**src/rtl/serial_adder_ctrl.sv**
```systemverilog
// Bit-serial adder: one full-adder cell stepped over WIDTH cycles per add.
// Operands are captured on start; the result registers update only when the add completes.

module full_adder (
   input  logic a,
   input  logic b,
   input  logic ci,
   output logic s_c,
   output logic co_c
);
   assign s_c  = a ^ b ^ ci;
   assign co_c = (a & b) | (ci & (a ^ b));
endmodule

module serial_adder_ctrl #(
   parameter int unsigned WIDTH = 8
) (
   input  logic             clk,
   input  logic             reset,
   input  logic             start,
   input  logic [WIDTH-1:0] a_in,
   input  logic [WIDTH-1:0] b_in,
   input  logic             cin_in,
   output logic             busy,
   output logic             done,
   output logic [WIDTH-1:0] sum,
   output logic             cout,
   output logic             ovf
);
   localparam int unsigned       CNT_W    = $clog2(WIDTH);
   localparam logic [CNT_W-1:0]  CNT_LAST = CNT_W'(WIDTH - 1);

   localparam logic [1:0] S_IDLE = 2'd0;
   localparam logic [1:0] S_ADD  = 2'd1;
   localparam logic [1:0] S_DONE = 2'd2;

   logic [1:0]       state;
   logic [1:0]       state_nxt;
   logic [WIDTH-1:0] a_sr;
   logic [WIDTH-1:0] b_sr;
   logic [WIDTH-1:0] s_sr;
   logic             carry;
   logic             c_msb_in;
   logic [CNT_W-1:0] cnt;
   logic             last_c;
   logic             c_msb_in_c;
   logic             fa_s;
   logic             fa_co;

   full_adder fa (
      .a    (a_sr[0]),
      .b    (b_sr[0]),
      .ci   (carry),
      .s_c  (fa_s),
      .co_c (fa_co)
   );

   // Final bit is being computed; the pre-update carry is the carry into the MSB.
   always_comb begin
      last_c     = (state == S_ADD) && (cnt == CNT_LAST);
      c_msb_in_c = last_c ? carry : c_msb_in;
   end

   always_comb begin
      state_nxt = state;
      case (state)
         S_IDLE:  if (start) state_nxt = S_ADD;
         S_ADD:   if (last_c) state_nxt = S_DONE;
         S_DONE:  state_nxt = S_IDLE;
         default: state_nxt = S_IDLE;
      endcase
   end

   always_ff @(posedge clk) begin
      if (reset) begin
         state <= S_IDLE;
         busy  <= 1'b0;
         done  <= 1'b0;
      end else begin
         state <= state_nxt;
         busy  <= (state_nxt == S_ADD);
         done  <= (state_nxt == S_DONE);
      end
   end

   // Shift datapath; visible results load only on the completing edge.
   always_ff @(posedge clk) begin
      if (reset) begin
         a_sr     <= '0;
         b_sr     <= '0;
         s_sr     <= '0;
         carry    <= 1'b0;
         c_msb_in <= 1'b0;
         cnt      <= '0;
         sum      <= '0;
         cout     <= 1'b0;
         ovf      <= 1'b0;
      end else begin
         c_msb_in <= c_msb_in_c;
         if (state == S_IDLE && start) begin
            a_sr  <= a_in;
            b_sr  <= b_in;
            carry <= cin_in;
            cnt   <= '0;
         end else if (state == S_ADD) begin
            a_sr  <= {1'b0, a_sr[WIDTH-1:1]};
            b_sr  <= {1'b0, b_sr[WIDTH-1:1]};
            s_sr  <= {fa_s, s_sr[WIDTH-1:1]};
            carry <= fa_co;
            cnt   <= last_c ? '0 : cnt + CNT_W'(1);
            if (last_c) begin
               sum  <= {fa_s, s_sr[WIDTH-1:1]};
               cout <= fa_co;
               ovf  <= c_msb_in_c ^ fa_co;
            end
         end
      end
   end
endmodule

```
**config.mk**
```make
export PLATFORM = sky130hd
export DESIGN_NAME = serial_adder_ctrl
export DESIGN_NICKNAME = d
export VERILOG_FILES = /design/src/rtl/serial_adder_ctrl.sv
export SDC_FILE = /design/constraint.sdc
export NUM_CORES = 1
export LEC_CHECK = 0
export BUFFER_PORTS_ARGS = -buffer_cell sky130_fd_sc_hd__buf_2
export CORE_MARGIN = 2
export CORE_UTILIZATION = 53
export DETAILED_ROUTE_END_ITERATION = 8
export HOLD_SLACK_MARGIN = 0.15
export PLACE_DENSITY = 0.77
export SETUP_SLACK_MARGIN = 0.5
export SYNTH_ARGS = -nofsm -noshare
export SYNTH_HDL_FRONTEND = slang
export SYNTH_SLANG_ARGS = --single-unit
export TNS_END_PERCENT = 50
```
**constraint.sdc**
```tcl
create_clock -name clk -period 1.9 [get_ports clk]
set_input_delay 0.285 -clock clk [delete_from_list [all_inputs] [get_ports clk]]
set_output_delay 0.285 -clock clk [all_outputs]
set_load 0.01 [all_outputs]
```
Yosys cells after proc, flatten, opt, wreduce, memory -nomap -nowiden
Index checks and enable logic that the tools add are counted. W data, S select, Z words.

Register bits: 43. Bits in latches: 0. Memory bits (writable): 0. ROM bits: 0. Input bits: 20. Output and inout port bits: 12. Logic and storage cells: 42. Memories kept: 0.

$add $sub $neg: 1. $mul: 0. Divide/modulo/power cells: 0. Magnitude comparators: 0. Equal/unequal tests: 4. Shift-type cells: 0. Mux-type cells: 11. Bitwise logic cells: 7. Reduce and logical (&&, ||, !) cells: 7.

Operators by type and width (number): $mux W8 (4); $eq A2 B1 Y1 const B (2); $mux W2 (2); $pmux W2 S2 (1); $add A3 B1 Y3 const B (1); $eq A3 B3 Y1 const B (1); $mux W1 (3); $mux W3 (1); $reduce_and A3 Y1 (1); $xor A1 B1 Y1 (3); $and A1 B1 Y1 (2); $eq A2 B2 Y1 const B (1); $logic_and A1 B1 Y1 (2); $logic_not A2 Y1 (1); $reduce_and A2 Y1 (1); $reduce_bool A2 Y1 (1); $reduce_or A2 Y1 (1); $not A1 Y1 (1); $or A1 B1 Y1 (1).

Logic depth before layout (Yosys ltp)
Word-level depth: 5. Gate-level depth with buffers: 6. Mapped depth without buffers: 5.

Hierarchy
From an unflattened synthesis, not the netlist that was laid out.

Cell total of the unflattened synthesis: 182. Area, all modules: 1732.9 um^2.

By module, submodules not included: serial_adder_ctrl (instances 1, cells an instance 181, area each 1712.9 um^2, seq. area each 820.8 um^2); full_adder (instances 1, cells an instance 1, area each 20.0 um^2, seq. area each 0.0 um^2).

Worst setup path after synthesis
No wires, ideal clock.

Path type: reg2reg. Start: reg cnt[0]. End: reg cout. Library setup time: 132 ps. Data arrival time: 1166 ps. Data required time: 1768 ps. Path slack: 602 ps. Stages on the path, launching flop included: 7. Path buffers: 1. Period minus slack after synthesis: 1298 ps. Cells stage by stage: dfxtp_1 ha_1 ha_1 and3b_2 buf_6 nand2_1 a21oi_1.

Longest elaborated chain between the ends: 3.

RTL lines: start: declaration (RTL line 44) `logic [CNT_W-1:0] cnt;`; start signal: assignment (RTL line 110) `cnt <= last_c ? '0 : cnt + CNT_W'(1);`; $eq A3 B3 Y1 (RTL line 60) `last_c = (state == S_ADD) && (cnt == CNT_LAST);`; $logic_and A1 B1 Y1 (RTL line 60); $reduce_and A3 Y1 (no line); end signal: assignment (RTL line 113) `cout <= fa_co;`; end: declaration (RTL line 27) `output logic cout,`.

Every way passes these cells. A chain may end at the register's enable or synchronous reset.

Final worst setup path
Start: reg cnt[0]. End: reg ovf.

Longest elaborated chain between the ends: 4. Elaborated cells between the ends (all ways): 5. Classes of those cells: eq/ne (1); mux (1); bitwise (1); reduce/logical (2).

RTL lines: $eq A3 B3 Y1 (*) (RTL line 60); $logic_and A1 B1 Y1 (*) (RTL line 60); $mux W1 (RTL line 61) `c_msb_in_c = last_c ? carry : c_msb_in;`; $xor A1 B1 Y1 (RTL line 114) `ovf <= c_msb_in_c ^ fa_co;`; end signal: assignment (RTL line 114); end: declaration (RTL line 28) `output logic ovf`.

Mark *: on every way between the ends. The rest lies on a longest branch, timed or not.

==> qor.txt <==
Asr flop ratio synth - 0%
Most frequent cell after synthesis - dfxtp_1
Post-Syn Area - 1685 um^2
Port bufs - 31
CTS Buffer Depth - 2
Final Wtd Congestion - 0.7539
Flop pwr share - 58.6%
Post-synth EDFFs - 0
Clock sink count - 41
First-pass GRT wire length - 5727 um
Maximum number of pins on one net before global-route repair - 42
Layout cells sized above 1 - 28.97%
Ant diodes - 0
DR pass1 iterations - 4
Worst slew pin tran - 0.7144 ns
Row count - 20
Main area contributors after synthesis - dfxtp_1, a21oi_1, nand2_1
Starting density of the core - 55.66%
Leakage power - 0.0007776 uW
Vias post-DR - 1400
Setup crit end kind - flop
Power share of the clock group - 30.7%
Final setup vio count - 0
Syn Inst Count - 184
Total Neg Setup Slack - 0 ns
Max incr delay on CP - 0.37 ns
Area growth syn-to-layout - 16.85%
Syn_nets - 207
Die footprint - 3647 um^2
Power, Total - 1587 uW
Final Hold Vio Count - 0
# hold bufs at CTS - 0
Post-Synth Adder-Cell Area - 2.673%
Sequential-to-total area share from yosys stat - 48.70%
Main combinational cell family by area after synthesis - compound AO/OA/AOI/OAI gates
I/O Pins - 32
Post-synthesis compound-gate area fraction - 21.90%
CP cell instances - ha_4 -> ha_4 -> and3b_2 -> nor2_1 -> a211oi_2
Synth Warn # - 0
Min Tclk post-route - 1.308 ns
Worst path required time - 2.18 ns
Slowest CP cell - dfxtp_2
Max Transition Viols Final - 0
Sw Pwr - 391.4 uW
Average wire per standard cell - 13.71 um
Routed WL - 3536 um
Fill count - 275
Post-synthesis xor/xnor area fraction - 0.5197%
Worst min-delay path category - in2reg
Status - finished clean
Post-synthesis mux area share - 1.188%
Cell Int Power - 1195 uW
Fmax - 764.5 MHz
Core area - 3028 um^2
Maximum capacitance violations - 0
Root buffer cell - clkbuf_4
Kind of critical path - reg2reg
Top_reg_cell synth - dfxtp_1
Post-route DRC - 0
Chip width - 60.39 um
CP Max Fanout - 7
Final Core Density - 65.04%
Power density cells - 805.7 nW/um^2
Initial drt markers - 87
Total global routing overflow - 0
Yosys top cell area share - 48.70%
GRT Overall Usage - 21.61%
Synth area leader - dfxtp_1
Vias/cell - 5.426
Crit path DAT - 1.58 ns
Post-synthesis register bit count - 41
Top post-synthesis cells by count - dfxtp_1, a21oi_1, nand2_1, inv_1, o221a_1
Final net count - 236
Hpwl dp - 2308 um
TritonCTS Buffers - 5
Clock slew seen by the registers of the worst setup and hold paths - 0.11 ns
Fin crit share - 68.84%
Logic pwr share - 10.7%
CP Launch Type - flop
Clock latency on the worst-skew pair - 0.35 ns
Post-synthesis simple-gate area fraction - 14.85%
Htree depth - 2
Mean Syn Cell Area - 9.160 um^2
Initial antenna violation count - 0
RSZ-0062 raised after global routing - true
Unique masters post-synth - 27
Vias in the first global route - 1337
Skew final - 0.006771 ns
Worst slew margin - 52.38%
Overall die height - 60.39 um
Sw Ratio - 24.67%
Post-DRT Antenna Nets - 0
Cell mode on critical path - ha_4
VDD IR-drop max - 0.0005252 V
CTS tree - built
## per-stage QoR
stage / hold WS [ns] / cells / setup slack, ns / area, um^2
after global routing: 0.1657 / 258 / 0.4791 / 1969
after floorplan: 0.4321 / 184 / 0.6015 / 1685
after CTS: 0.1923 / 258 / 0.4702 / 1902
after detailed placement: 0.4441 / 247 / 0.3858 / 1807
final: 0.2015 / 258 / 0.5920 / 1969
after global placement: 0.4400 / 247 / 0.5175 / 1807
## cell type report
type	instances	area, um^2	share of cell area (%)
timing repair buffer	36	196.4	9.975
clock buffer	7	65.06	3.304
multi-input combinational	113	762.0	38.69
clock inverter	1	5.005	0.2541
tap	44	55.05	2.795
sequential	41	825.8	41.93
inverter	16	60.06	3.050
## kinds of logic (layout without fill, tap and decap cells)
| kind of cell | after synthesis | count (layout) |
|---|---|---|
| and+or+nand+nor | 54 | 55 |
| buffers and inverters | 31 | 60 |
| xor gates and xnor gates | 1 | 1 |
| AOI/OAI and AO/OA | 52 | 52 |
| muxes | 2 | 2 |
| adders and majority gates | 3 | 3 |
| DFF | 41 | 41 |
## path summary, 6_finish.rpt
check	start	end	slack (ns)	depth (start not counted)
min reg2reg	sum[6]	sum[6]	0.46	2
max	cnt[0]	ovf	0.59	5
min	b_in[6]	b_sr[6]	0.20	2
max reg2reg	cnt[0]	ovf	0.59	5
## power by group through the flow
| stage | Combinational (uW) | Sequential [uW] | Clock (uW) |
|---|---|---|---|
| after global placement | 155 | 943 | 0 |
| after global routing | 190 | 935 | 540 |
| final | 170 | 930 | 487 |
| after floorplan | 130 | 936 | 0 |
| after CTS | 164 | 927 | 498 |
| after detailed placement | 163 | 946 | 0 |
## per-layer routing
| metal | track usage (%) | wire (um) | share of wire [%] | up-vias |
|---|---|---|---|---|
| li1 | - | - | - | 691 |
| met1 | 24.66 | 1526 | 43 | 653 |
| met2 | 36.80 | 1709 | 48 | 43 |
| met3 | 7.036 | 183 | 5.2 | 13 |
| met4 | 9.841 | 116 | 3.3 | 0 |
| met5 | 0 | 0 | 0 | - |
## state kept, by name (all words and copies together), names as in the netlist, 2 cells and up
signal	count
sum	8
s_sr	7
b_sr	8
cnt	3
a_sr	8
state	2
## cell usage in the layout (no fill, tap or decap)
cell,n
o21bai_1,1
buf_4,4
nor3_1,5
a21oi_1,33
nor2_4,1
nor2_1,8
a211oi_2,1
clkinv_2,1
xnor2_1,1
nand2_1,32
ha_4,2
o221a_1,10
clkbuf_8,2
mux2i_1,2
fa_1,1
buf_2,31
dfxtp_2,4
o221a_2,5
nor2b_1,1
inv_1,16
nand2b_1,1
nor4bb_4,2
and3b_1,1
and3b_2,1
nand2_2,1
nand3b_1,1
nor3b_2,1
buf_6,1
clkbuf_4,5
a22oi_1,2
dfxtp_1,37
## worst max-delay path: cells and delay by family (launching register included)
family          cells  cell delay (ns)
flops               1             0.37
compound gates      1             0.18
fa+ha+maj           2             0.33
simple gates        2             0.34
## what timing repair did
action | in CTS | in global routing
resized for setup | 1 | 13
setup buffers | 2 | 0
setup endpoints to repair | 15 | 30
pin swaps | 0 | 3
gates cloned | 1 | 0
hold endpoints to repair | 0 | 0
Power figures use the tool's default switching activity.
